<file path="config.mk">
export PLATFORM = sky130hd
export DESIGN_NAME = mem_arbiter_flat
export DESIGN_NICKNAME = d
export VERILOG_FILES = /design/src/rtl/mem_arbiter_if.sv /design/src/rtl/mem_arbiter.sv /design/src/flat_wrapper.sv
export SDC_FILE = /design/constraint.sdc
export NUM_CORES = 1
export LEC_CHECK = 0
export CAP_MARGIN = 10
export CORE_ASPECT_RATIO = 2
export CORE_MARGIN = 3
export CORE_UTILIZATION = 30
export CTS_BUF_LIST = sky130_fd_sc_hd__clkbuf_8
export CTS_CLUSTER_DIAMETER = 60
export DETAILED_ROUTE_END_ITERATION = 6
export GPL_TIMING_DRIVEN = 0
export PLACE_DENSITY = 0.69
export REMOVE_ABC_BUFFERS = 1
export SETUP_SLACK_MARGIN = 0.3
export SLEW_MARGIN = 25
export SYNTH_ARGS = -nofsm -noshare
export SYNTH_HDL_FRONTEND = slang
export SYNTH_SLANG_ARGS = --single-unit
</file>
<file path="constraint.sdc">
create_clock -name clk -period 6.7 [get_ports clk]
set_input_delay 2.01 -clock clk [delete_from_list [all_inputs] [get_ports clk]]
set_output_delay 2.01 -clock clk [all_outputs]
set_load 0.01 [all_outputs]
</file>
<file path="src/rtl/mem_arbiter_if.sv">
// Request/response bundle between the CPU and DMA ports,
// the arbiter, and the data memory.
interface mem_arbiter_if #(
  parameter int DATA_WIDTH = 32,
  parameter int ADDR_WIDTH = 32,
  parameter int LEN_WIDTH  = 4
);
  logic                  p0_req;
  logic                  p0_we;
  logic [2:0]            p0_mode;
  logic [ADDR_WIDTH-1:0] p0_addr;
  logic [DATA_WIDTH-1:0] p0_wdata;
  logic                  p0_gnt;
  logic                  p0_rvalid;
  logic [DATA_WIDTH-1:0] p0_rdata;

  logic                  p1_req;
  logic                  p1_we;
  logic [2:0]            p1_mode;
  logic [ADDR_WIDTH-1:0] p1_addr;
  logic [DATA_WIDTH-1:0] p1_wdata;
  logic [LEN_WIDTH-1:0]  p1_len;
  logic                  p1_gnt;
  logic                  p1_rvalid;
  logic [DATA_WIDTH-1:0] p1_rdata;
  logic                  p1_done;

  logic [ADDR_WIDTH-1:0] mem_A;
  logic [DATA_WIDTH-1:0] mem_WD;
  logic                  mem_WE;
  logic [2:0]            mem_AddrMode;
  logic [DATA_WIDTH-1:0] mem_RD;

  modport slave (
    input  p0_req, p0_we, p0_mode, p0_addr, p0_wdata,
    output p0_gnt, p0_rvalid, p0_rdata,
    input  p1_req, p1_we, p1_mode, p1_addr, p1_wdata, p1_len,
    output p1_gnt, p1_rvalid, p1_rdata, p1_done,
    output mem_A, mem_WD, mem_WE, mem_AddrMode,
    input  mem_RD
  );

  modport master (
    output p0_req, p0_we, p0_mode, p0_addr, p0_wdata,
    input  p0_gnt, p0_rvalid, p0_rdata,
    output p1_req, p1_we, p1_mode, p1_addr, p1_wdata, p1_len,
    input  p1_gnt, p1_rvalid, p1_rdata, p1_done,
    input  mem_A, mem_WD, mem_WE, mem_AddrMode,
    output mem_RD
  );
endinterface

</file>
<file path="src/rtl/mem_arbiter.sv">
// Two-port data memory arbiter: CPU single beats (p0) and
// DMA bursts (p1), round-robin in IDLE, burst owns the bus.
module mem_arbiter #(
  parameter int DATA_WIDTH = 32,
  parameter int ADDR_WIDTH = 32,
  parameter int LEN_WIDTH  = 4
) (
  input logic clk,
  input logic rst_n,
  mem_arbiter_if.slave bus
);

  localparam logic [2:0] MODE_B  = 3'd3;
  localparam logic [2:0] MODE_BU = 3'd4;

  typedef enum logic [1:0] {
    IDLE  = 2'd0,
    BURST = 2'd1,
    DONE  = 2'd2
  } state_t;

  state_t                state, state_nx;
  logic [LEN_WIDTH-1:0]  cnt, cnt_nx, cnt_dec;
  logic [LEN_WIDTH-1:0]  idx, idx_nx;
  logic [ADDR_WIDTH-1:0] base, base_nx;
  logic [ADDR_WIDTH-1:0] off;
  logic                  prio_p1, prio_nx;
  logic                  gnt0, gnt1, done;
  logic                  byte_mode;

  logic [ADDR_WIDTH-1:0] a;
  logic [DATA_WIDTH-1:0] wd;
  logic                  we;
  logic [2:0]            mode;

  logic                  rv0, rv1;
  logic [DATA_WIDTH-1:0] rd0, rd1;

  assign byte_mode = (bus.p1_mode == MODE_B) ||
                     (bus.p1_mode == MODE_BU);
  assign off = byte_mode ? ADDR_WIDTH'(idx)
                         : (ADDR_WIDTH'(idx) << 2);
  assign cnt_dec = cnt - LEN_WIDTH'(1);

  // Arbitration, burst sequencing and next-state selection
  always_comb begin
    state_nx = state;
    cnt_nx   = cnt;
    idx_nx   = idx;
    base_nx  = base;
    prio_nx  = prio_p1;
    gnt0     = 1'b0;
    gnt1     = 1'b0;
    done     = 1'b0;
    unique case (state)
      IDLE: begin
        if (bus.p0_req && (!bus.p1_req || !prio_p1)) begin
          gnt0    = 1'b1;
          prio_nx = 1'b1;
        end else if (bus.p1_req) begin
          gnt1     = 1'b1;
          prio_nx  = 1'b0;
          cnt_nx   = bus.p1_len;
          idx_nx   = LEN_WIDTH'(1);
          base_nx  = bus.p1_addr;
          state_nx = (bus.p1_len == '0) ? DONE : BURST;
        end
      end
      BURST: begin
        if (bus.p1_req) begin
          gnt1   = 1'b1;
          cnt_nx = cnt_dec;
          idx_nx = idx + LEN_WIDTH'(1);
          if (cnt_dec == '0) state_nx = DONE;
        end else begin
          state_nx = DONE;
        end
      end
      DONE: begin
        done     = 1'b1;
        state_nx = IDLE;
      end
      default: state_nx = IDLE;
    endcase
  end

  // Memory bus mux; quiet (all zero) when nothing is granted
  always_comb begin
    a    = '0;
    wd   = '0;
    we   = 1'b0;
    mode = 3'd0;
    if (gnt0) begin
      a    = bus.p0_addr;
      wd   = bus.p0_wdata;
      we   = bus.p0_we;
      mode = bus.p0_mode;
    end else if (gnt1) begin
      a    = (state == IDLE) ? bus.p1_addr : base + off;
      wd   = bus.p1_wdata;
      we   = bus.p1_we;
      mode = bus.p1_mode;
    end
  end

  // FSM, burst counters and round-robin pointer
  always_ff @(posedge clk) begin
    if (!rst_n) begin
      state   <= IDLE;
      cnt     <= '0;
      idx     <= '0;
      base    <= '0;
      prio_p1 <= 1'b0;
    end else begin
      state   <= state_nx;
      cnt     <= cnt_nx;
      idx     <= idx_nx;
      base    <= base_nx;
      prio_p1 <= prio_nx;
    end
  end

  // Read responses: capture mem_RD one cycle after a read grant
  always_ff @(posedge clk) begin
    if (!rst_n) begin
      rv0 <= 1'b0;
      rv1 <= 1'b0;
      rd0 <= '0;
      rd1 <= '0;
    end else begin
      rv0 <= gnt0 && !bus.p0_we;
      rv1 <= gnt1 && !bus.p1_we;
      if (gnt0 && !bus.p0_we) rd0 <= bus.mem_RD;
      if (gnt1 && !bus.p1_we) rd1 <= bus.mem_RD;
    end
  end

  assign bus.p0_gnt       = gnt0;
  assign bus.p1_gnt       = gnt1;
  assign bus.p1_done      = done;
  assign bus.p0_rvalid    = rv0;
  assign bus.p1_rvalid    = rv1;
  assign bus.p0_rdata     = rd0;
  assign bus.p1_rdata     = rd1;
  assign bus.mem_A        = a;
  assign bus.mem_WD       = wd;
  assign bus.mem_WE       = we;
  assign bus.mem_AddrMode = mode;

endmodule

</file>
<file path="src/flat_wrapper.sv">
// flat-port wrapper written by rule: the top's interface ports become plain ports
module mem_arbiter_flat 
#(
  parameter int DATA_WIDTH = 32,
  parameter int ADDR_WIDTH = 32,
  parameter int LEN_WIDTH  = 4
)
  (clk, rst_n, bus_p0_req, bus_p0_we, bus_p0_mode, bus_p0_addr, bus_p0_wdata, bus_p0_gnt, bus_p0_rvalid, bus_p0_rdata, bus_p1_req, bus_p1_we, bus_p1_mode, bus_p1_addr, bus_p1_wdata, bus_p1_len, bus_p1_gnt, bus_p1_rvalid, bus_p1_rdata, bus_p1_done, bus_mem_A, bus_mem_WD, bus_mem_WE, bus_mem_AddrMode, bus_mem_RD);
  mem_arbiter_if #(.DATA_WIDTH(DATA_WIDTH), .ADDR_WIDTH(ADDR_WIDTH), .LEN_WIDTH(LEN_WIDTH)) bus_i ();
  input logic clk;
  input logic rst_n;
  input wire logic [$bits(bus_i.p0_req)-1:0] bus_p0_req;
  input wire logic [$bits(bus_i.p0_we)-1:0] bus_p0_we;
  input wire logic [$bits(bus_i.p0_mode)-1:0] bus_p0_mode;
  input wire logic [$bits(bus_i.p0_addr)-1:0] bus_p0_addr;
  input wire logic [$bits(bus_i.p0_wdata)-1:0] bus_p0_wdata;
  output wire logic [$bits(bus_i.p0_gnt)-1:0] bus_p0_gnt;
  output wire logic [$bits(bus_i.p0_rvalid)-1:0] bus_p0_rvalid;
  output wire logic [$bits(bus_i.p0_rdata)-1:0] bus_p0_rdata;
  input wire logic [$bits(bus_i.p1_req)-1:0] bus_p1_req;
  input wire logic [$bits(bus_i.p1_we)-1:0] bus_p1_we;
  input wire logic [$bits(bus_i.p1_mode)-1:0] bus_p1_mode;
  input wire logic [$bits(bus_i.p1_addr)-1:0] bus_p1_addr;
  input wire logic [$bits(bus_i.p1_wdata)-1:0] bus_p1_wdata;
  input wire logic [$bits(bus_i.p1_len)-1:0] bus_p1_len;
  output wire logic [$bits(bus_i.p1_gnt)-1:0] bus_p1_gnt;
  output wire logic [$bits(bus_i.p1_rvalid)-1:0] bus_p1_rvalid;
  output wire logic [$bits(bus_i.p1_rdata)-1:0] bus_p1_rdata;
  output wire logic [$bits(bus_i.p1_done)-1:0] bus_p1_done;
  output wire logic [$bits(bus_i.mem_A)-1:0] bus_mem_A;
  output wire logic [$bits(bus_i.mem_WD)-1:0] bus_mem_WD;
  output wire logic [$bits(bus_i.mem_WE)-1:0] bus_mem_WE;
  output wire logic [$bits(bus_i.mem_AddrMode)-1:0] bus_mem_AddrMode;
  input wire logic [$bits(bus_i.mem_RD)-1:0] bus_mem_RD;
  assign bus_i.p0_req = bus_p0_req;
  assign bus_i.p0_we = bus_p0_we;
  assign bus_i.p0_mode = bus_p0_mode;
  assign bus_i.p0_addr = bus_p0_addr;
  assign bus_i.p0_wdata = bus_p0_wdata;
  assign bus_p0_gnt = bus_i.p0_gnt;
  assign bus_p0_rvalid = bus_i.p0_rvalid;
  assign bus_p0_rdata = bus_i.p0_rdata;
  assign bus_i.p1_req = bus_p1_req;
  assign bus_i.p1_we = bus_p1_we;
  assign bus_i.p1_mode = bus_p1_mode;
  assign bus_i.p1_addr = bus_p1_addr;
  assign bus_i.p1_wdata = bus_p1_wdata;
  assign bus_i.p1_len = bus_p1_len;
  assign bus_p1_gnt = bus_i.p1_gnt;
  assign bus_p1_rvalid = bus_i.p1_rvalid;
  assign bus_p1_rdata = bus_i.p1_rdata;
  assign bus_p1_done = bus_i.p1_done;
  assign bus_mem_A = bus_i.mem_A;
  assign bus_mem_WD = bus_i.mem_WD;
  assign bus_mem_WE = bus_i.mem_WE;
  assign bus_mem_AddrMode = bus_i.mem_AddrMode;
  assign bus_i.mem_RD = bus_mem_RD;
  mem_arbiter #(.DATA_WIDTH(DATA_WIDTH), .ADDR_WIDTH(ADDR_WIDTH), .LEN_WIDTH(LEN_WIDTH)) u_core (.clk(clk), .rst_n(rst_n), .bus(bus_i));
endmodule
</file>
Word-level counts from Yosys, hierarchy flattened
Cells that the tools add are included.
{ "totals": {"reg_bits": 109, "in_bits": 176, "out_inout_bits": 137, "word_cells": 71} }
{ "classes": {"n_addsub": 3, "eq_ne": 8, "n_mux": 32, "n_bitwise": 1, "reduce_logical": 18} }
{ "ops": {"columns": ["cell", "count"], "rows": [
  ["$mux W32", 5],
  ["$add A32 B32 Y32", 1],
  ["$mux W4", 6],
  ["$pmux W4 S2", 2],
  ["$mux W2", 5],
  ["$mux W1", 9],
  ["$logic_not A4 Y1", 2],
  ["$mux W3", 2],
  ["$mux W6", 1],
  ["$ne A2 B2 Y1 const B", 3],
  ["$reduce_and A3 Y1", 2],
  ["$add A4 B1 Y4 const B", 1],
  ["$logic_not A1 Y1", 4],
  ["$pmux W2 S2", 1],
  ["$reduce_and A4 Y1", 1],
  ["$reduce_bool A2 Y1", 2],
  ["$sub A4 B1 Y4 const B", 1],
  ["$eq A3 B2 Y1 const B", 1],
  ["$eq A3 B3 Y1 const B", 1],
  ["$logic_and A1 B1 Y1", 3],
  ["$ne A3 B2 Y1 const B", 1],
  ["$eq A2 B1 Y1 const B", 1],
  ["$eq A2 B2 Y1 const B", 1],
  ["$logic_not A2 Y1", 1],
  ["other kinds (4)", 5]
]} }

Longest topological paths before layout
Gate-level depths: netlist (run 1).
{ "logic_depth": {"ltp_word": 7, "ltp_mapped": 12, "ltp_nobuf": 11} }

Worst setup path before layout (run 1)
OpenSTA, ideal clock, no wires.
{ "synth_timing": {"kind": "input to output", "start": "input port bus_p1_mode[1]", "end": "output port bus_mem_A[24]", "arrival_ns": 4.199, "required_time_ns": 4.690, "slack_ns": 0.491, "path_stages": 12, "n_path_buf": 1, "cell_sequence": "nor2_1 -> nand2_1 -> o21ai_0 -> and2_1 -> ha_1 -> fa_1 -> a21o_1 -> nand4_1 -> clkbuf_1 -> a211oi_1 -> xnor2_1 -> o31ai_1"} }
{ "synth_via": {"elab_chain_cells": 7, "elab_cells_between_ends": 8, "classes_between": "add/sub: 1; eq/ne: 2; mux: 4; reduce/logical: 1"} }
{ "synth_lines": {"columns": ["element", "line", "text"], "rows": [
  ["from (decl)", "flat_wrapper.sv:22", "input wire logic [$bits(bus_i.p1_mode)-1:0] bus_p1_mode;"],
  ["$eq A3 B2 Y1 or $eq A3 B3 Y1 (tied branches)", "mem_arbiter.sv:39, mem_arbiter.sv:40", null],
  ["$logic_or A1 B1 Y1 (*)", "mem_arbiter.sv:39", "assign byte_mode = (bus.p1_mode == MODE_B) ||"],
  ["$mux W6 (*)", "mem_arbiter.sv:41", "assign off = byte_mode ? ADDR_WIDTH'(idx)"],
  ["$add A32 B32 Y32 (*)", "mem_arbiter.sv:99", "a = (state == IDLE) ? bus.p1_addr : base + off;"],
  ["$mux W32 (*)", "mem_arbiter.sv:99", null],
  ["$mux W32 (*)", "mem_arbiter.sv:98", "end else if (gnt1) begin"],
  ["$mux W32 (*)", "mem_arbiter.sv:93", "if (gnt0) begin"],
  ["to (decl)", "flat_wrapper.sv:30", "output wire logic [$bits(bus_i.mem_A)-1:0] bus_mem_A;"]
]} }
Mark *: on every way between the ends. The rest lies on a longest branch, timed or not.

Worst setup path after layout (run 1)
{ "layout_timing": {"start": "input port bus_p1_mode[1]", "end": "output port bus_mem_A[12]"} }
The elaborated chain is that of the path after synthesis.

==> results of run 1 <==
[worst paths after layout]
| path | slack [ps] | start | endpoint |
|---|---|---|---|
| min | 470 | u_core.bus.p1_rdata[1]$_SDFFE_PN0P_ | u_core.bus.p1_rdata[1]$_SDFFE_PN0P_ |
| min reg2reg | 470 | u_core.bus.p1_rdata[1]$_SDFFE_PN0P_ | u_core.bus.p1_rdata[1]$_SDFFE_PN0P_ |
| max reg2reg | 4090 | u_core.state[0]$_SDFFE_PN0P_ | u_core.bus.p0_rdata[15]$_SDFFE_PN0P_ |
| max | 390 | bus_p1_mode[1] | bus_mem_A[12] |
[cell type report]
class | count | area, um^2 | area share (%)
Inverter | 8 | 32.5 | 0.321
Clock inverter | 6 | 76.3 | 0.753
Sequential cell | 109 | 2180 | 21.5
Clock buffer | 10 | 138 | 1.36
Tap cell | 262 | 328 | 3.23
Multi-Input combinational cell | 625 | 3970 | 39.2
Timing Repair Buffer | 345 | 3410 | 33.6
[cells in the mapped netlist (2+ instances only)]
library cell	n	area, um^2
dfxtp_1	109	2180
a32oi_1	4	35.0
ha_1	9	113
o211a_1	3	30.0
nand3_1	18	90.1
o211ai_1	19	143
and4_1	2	17.5
a21boi_0	88	661
nand4_1	12	75.1
and2b_2	2	17.5
a22o_1	36	315
nand2_1	225	845
nor4_1	2	12.5
xnor2_1	17	149
o22ai_1	2	12.5
or4_1	2	15.0
o31ai_1	5	37.5
and2_1	8	50.1
or3_1	2	12.5
mux2i_1	3	30.0
nor2_1	22	82.6
nor2b_1	10	62.6
inv_1	8	30.0
and3_1	6	37.5
or2_2	4	25.0
a21o_1	3	22.5
a21oi_1	25	125
nor3_1	3	15.0
a22oi_1	4	30.0
o21ai_0	41	205
a21boi_1	3	22.5
o221ai_1	3	26.3
buf_1	2	7.51
xor2_1	13	114
nand2b_1	4	25.0
clkbuf_1	55	206
a211oi_1	7	52.6
[metrics by stage]
step           instances  setup TNS (ps)  utilization, %  worst slack [ps]  instance area (um^2)
6_report            1365               0            50.9               390                 10100
5_1_grt             1365               0            50.9               303                 10100
4_1_cts             1363               0            50.8               300                 10100
3_5_place_dp        1322          -27050            48.0             -1390                  9560
3_3_place_gp        1315         -198180            46.8             -2560                  9320
2_1_floorplan        741               0               -               344                  5870
[metal layers]
metal  wire [um]  share of wire (%)  track usage (%)  vias up
li1            -                  -                -     3388
met1        7940                 33             19.6     3156
met4        1330                5.4             12.8        2
met5           9              0.037                0        -
met3        2070                8.5             6.50       74
met2       13000                 53             39.9      275
[cell families (layout without fill, tap and decap cells)]
family,count (synthesis),count (layout),share of synthesized area (%)
AO/OA/AOI/OAI,250,250,29.1
XOR/XNOR,30,30,4.31
adder cells (fa/ha/maj),10,10,2.18
buffers and inverters,66,369,4.21
flip-flops,109,109,35.8
multiplexers,3,3,0.493
AND/OR/NAND/NOR,331,332,24.0
[timing repair]
action | 4_1_cts | 5_1_grt
gates resized for setup | 120 | 26
endpoints found under the setup margin | 68 | 28
gates cloned | 0 | 1
pin swaps | 22 | 16
buffers inserted | 25 | 1
[worst max-delay path, cell delays in order]
cell and delay [ps]:
buf_2 120, nor2_2 40, nand2_2 90, o21ai_4 80
and2_4 170, ha_4 160, fa_2 330, a21o_1 210
nand4_1 110, buf_6 170, buf_6 130, a21oi_2 50
xnor2_1 110, o211ai_1 300, buf_2 200
[cells in the final DEF (no fill, tap or decap), drive strengths merged, types with 18 or more instances in the layout]
cell type      Yosys  layout
clkdlybuf4s50      0     279
nand2            225     225
dfxtp            109     109
a21boi            91      91
buf                2      51
o21ai             42      42
a22o              36      36
a21oi             25      25
nor2              23      24
o211ai            19      19
nand3             18      18
[sequential cells by signal, indices dropped and copies added, names as in the netlist]
| signal | count |
|---|---|
| u_core.idx | 4 |
| u_core.bus.p1_rdata | 32 |
| u_core.bus.p0_rdata | 32 |
| u_core.base | 32 |
| u_core.prio_p1 | 1 |
| u_core.bus.p0_rvalid | 1 |
| u_core.bus.p1_rvalid | 1 |
| u_core.state | 2 |
| u_core.cnt | 4 |
[report_power, final]
group	internal, mW	leakage [nW]	switching, mW
Clock	0.191	0.110	0.252
Combinational	0.350	2.66	0.316
Sequential	0.693	0.890	0.0508
==> results.toml, run 1 <==
[status]
outcome = "completed"

[worst_setup_path]
crit_arrival_ps = 4300
worstSetupPathType = "in -> out"
worstSetupEndpointType = "output pin"
cp.required_ps = 4690
startpoint_type = "input port"
path_max_fanout = 6
worstRegToRegCells = 6

[clock_network]
cts_root_buffer = "clkbuf_8"
cts_sinks = 109
clk_pin_slew_ps = 110
clock_path_buffers = 2
numCtsBuffers = 9
clk_latency_ps = 390
htreeDepth = 3
hold_buffers = 0
cts_tree = "done"

[timing]
grt_setup_unrepaired = "no"
max_freq_mhz = 158
period_share_pct = 94.2
holdWs_ps = 465
drv_slew = 0
period_needed_ps = 6310
skew_ps = 12.9
max-slew-margin-rel_pct = 42.5
hold_viol = 0
tightestPinTransition_ps = 862
setup_viol = 0

[yosys]
ys_warn_count = 0
synth_seq_area_share_pct = 35.8
ys.flop_type = "dfxtp_1"
synth_cell_types = 55
synthesis.area_mm2 = 0.00610
ys_async_sr_fraction_pct = 0
ys_ff_latch = 109
synth_edf_count = 0
syn_area_per_cell_um2 = 7.63
postSynthCellCount = 799

[floorplan]
num_io_pins = 313
dieArea_mm2 = 0.0222
die_w_um = 107
start_util_pct = 30.6
die_h_um = 208
core_area_mm2 = 0.0199
core.rowCount = 73

[pwr]
finalPower_mw = 1.85
peakVddDrop_mv = 0.191
p_leak_nw = 3.66
power_density_mw_per_mm2 = 183

[global_route]
track_usage_pct = 21.3
grt_pass1_vias = 7000
grt_pass1_wl_um = 37400
grt_max_degree = 71
antenna_found_initial = 1
overflow = 0

[job]
cap_viol_max_count = 0

[worst_hold_path]
whs_path_depth = 2
min_path_type = "reg -> reg"

[placement]
io_buffer_count = 312
hpwl_um = 17700
place.gp.congestion = 0.843

[cells_and_area]
antenna_cells = 0
nFillCells = 1922
drive_above_1_share_pct = 11.7
nets = 1284
syn_to_final_growth_pct = 66.3

[detailed_routing]
vias_per_cell = 5.05
ant_nets = 0
vias = 6895
drt-wirelength-per-cell_um = 17.8
route.detailed.drc = 0
drtIter0Drc = 253
first_pass_iters = 4
wl_um = 24400
(Power assumes the default switching activity.)
==> run 2, diff against run 1 <==
--- a/config.mk
+++ b/config.mk
@@ -13,7 +13,7 @@
 export CTS_CLUSTER_DIAMETER = 60
 export DETAILED_ROUTE_END_ITERATION = 6
 export GPL_TIMING_DRIVEN = 0
-export PLACE_DENSITY = 0.69
+export PLACE_DENSITY = 0.72
 export REMOVE_ABC_BUFFERS = 1
 export SETUP_SLACK_MARGIN = 0.3
 export SLEW_MARGIN = 25
==> constraint.sdc (replaced) <==
create_clock -name clk -period 5.7 [get_ports clk]
set_input_delay 1.71 -clock clk [delete_from_list [all_inputs] [get_ports clk]]
set_output_delay 1.71 -clock clk [all_outputs]
set_load 0.01 [all_outputs]
==> run 2 against run 1 <==
Effect of this change: critical path depth is 1 higher; combinational power grew 21%; global-route usage increased by 0.11 points; clock skew hardly changed; hold slack lost 1.1 ps; sequential power rose by 17%; sequential cell count unchanged; highest routed layer unchanged; core utilization is 1.3 points higher; final area up 2.5%; register-to-register slack got worse by 1000 ps; non-clock buffer count grew 4; count of clock-buffer cells in the layout shrank 1.
==> results.toml, run 2 (synthesized netlist as in run 1, its figures left out) <==
[cells_and_area]
nFillCells = 1888
final_cells = 1369
syn_to_final_growth_pct = 70.4
design_area_mm2 = 0.0104
nets = 1288
antenna_cells = 0
layout_common_cells = "clkdlybuf4s50_1 (273), nand2_1 (219), dfxtp_1 (108)"
final_common_cell = "clkdlybuf4s50_1"
drive_above_1_share_pct = 14.8

[worst_setup_path]
worstSetupPathType = "in -> out"
path_max_fanout = 5
startpoint_type = "input port"
worstRegToRegCells = 6
setup.worst_path.start = "bus_p1_mode[0]"
worstSetupEndpointType = "output pin"
cp.required_ps = 3990
crit_arrival_ps = 3920
r2r-start = "u_core.state[0]$_SDFFE_PN0P_"

[clock_network]
cts_sinks = 109
cts_root_buffer = "clkbuf_8"
hold_buffers = 0
clock_path_buffers = 2
numCtsBuffers = 9
clk_latency_ps = 380
clk_pin_slew_ps = 110
htreeDepth = 3
cts_tree = "done"

[floorplan]
core.rowCount = 73
num_io_pins = 313
start_util_pct = 30.6
die_h_um = 208
die_w_um = 107
core_area_mm2 = 0.0199
dieArea_mm2 = 0.0222

[detailed_routing]
wl_um = 24800
vias_per_cell = 5.12
vias = 7003
drt-wirelength-per-cell_um = 18.1
first_pass_iters = 5
route.detailed.drc = 0
drtIter0Drc = 228
ant_nets = 0

[timing]
grt_setup_unrepaired = "yes"
max_freq_mhz = 178
period_needed_ps = 5630
setup_viol = 0
tightestPinTransition_ps = 1140
holdWs_ps = 464
drv_slew = 0
period_share_pct = 98.7
max-slew-margin-rel_pct = 23.6
tns_ps = 0
hold_viol = 0
skew_ps = 12.4

[pwr]
p_leak_nw = 3.75
seqPwrFrac_pct = 40.4
power_density_mw_per_mm2 = 206
peakVddDrop_mv = 0.114
p_int_mw = 1.41
pwr-share-comb_pct = 37.6
p_sw_mw = 0.738
clkPwrFrac_pct = 21.9
sw_frac_of_total_pct = 34.4

[placement]
place.gp.congestion = 0.815
placed_area_mm2 = 0.00959
io_buffer_count = 312
hpwl_um = 17600
dpl.cell_count = 1323

[worst_hold_path]
whs_path_depth = 2
min_path_type = "reg -> reg"
min_from = "u_core.bus.p1_rdata[1]$_SDFFE_PN0P_"

[global_route]
grt_max_degree = 67
grt_pass1_vias = 7139
track_usage_pct = 21.4
grt_pass1_wl_um = 37800
overflow = 0
antenna_found_initial = 1

[status]
outcome = "completed"

[job]
cap_viol_max_count = 0
-- run 2: changes by cell type in the layout (fill, tap and decap cells not counted), sizes merged --
cell           previous run  this run
clkdlybuf4s15             1         2
bufbuf                    0         1
dlygate4sd2              11         5
clkbuf                   13        11
clkdlybuf4s50           279       273
clkinv                    1         4
bufinv                    1         0
inv                      12        11
buf                      51        66
-- run 2: power by group through the flow --
stage | clock (mW) | sequential (mW) | combinational [mW]
global placement | 0 | 0.885 | 0.758
floorplan | 0 | 0.885 | 0.307
detailed placement | 0 | 0.880 | 0.807
CTS | 0.495 | 0.865 | 0.806
finish | 0.470 | 0.867 | 0.807
global route | 0.514 | 0.873 | 0.872
-- run 2: path summary, 6_finish.rpt --
| path | endpoint | slack [ps] |
|---|---|---|
| setup / recovery | bus_mem_A[6] | 70 |
| hold / removal | u_core.bus.p1_rdata[1]$_SDFFE_PN0P_ | 460 |
| setup reg to reg | u_core.bus.p0_rdata[15]$_SDFFE_PN0P_ | 3070 |
| hold reg to reg | u_core.bus.p1_rdata[1]$_SDFFE_PN0P_ | 460 |
-- run 2: per-stage QoR --
step                power [mW]  utilization (%)  worst slack (ps)
floorplan                 1.19                -             -56.1
global placement          1.64             46.8             -2900
detailed placement        1.69             48.1             -1670
CTS                       2.16             51.3              84.3
global route              2.26             52.2              1.24
finish                    2.14             52.2              73.6
-- run 2: final cells by class --
type,count,area [um^2],area share (%)
multi-input combinational,625,4120,39.7
inverter,8,35.0,0.337
clock buffer,9,124,1.19
tap,262,328,3.16
clock inverter,7,67.6,0.650
timing repair buffer,349,3530,34.0
sequential,109,2180,21.0
-- run 2: what timing repair did --
| action | in CTS | in global routing |
|---|---|---|
| endpoints found under the setup margin | 69 | 29 |
| resized for setup | 200 | 35 |
| cloned | 2 | 0 |
| pin swaps | 42 | 36 |
| hold endpoints to repair | 0 | 0 |
| buffers inserted | 24 | 4 |
-- run 2: routing by layer --
layer | part of all wire (%) | GRT usage [%]
met5 | 0.052 | 0
met1 | 33 | 19.3
met2 | 54 | 41.5
met4 | 4.9 | 11.4
met3 | 8.2 | 6.19
-- run 2: worst max-delay path, cell delays in order --
cell     delay, ps
buf_8           90
nor2_4          40
nand2_4         80
o21ai_4         80
and2_4         170
ha_4           150
fa_2           340
a21o_1         210
nand4_1         90
buf_6          150
buf_12         120
buf_8          110
nand2_4         50
xnor2_2        120
o31ai_1        220
buf_2          170
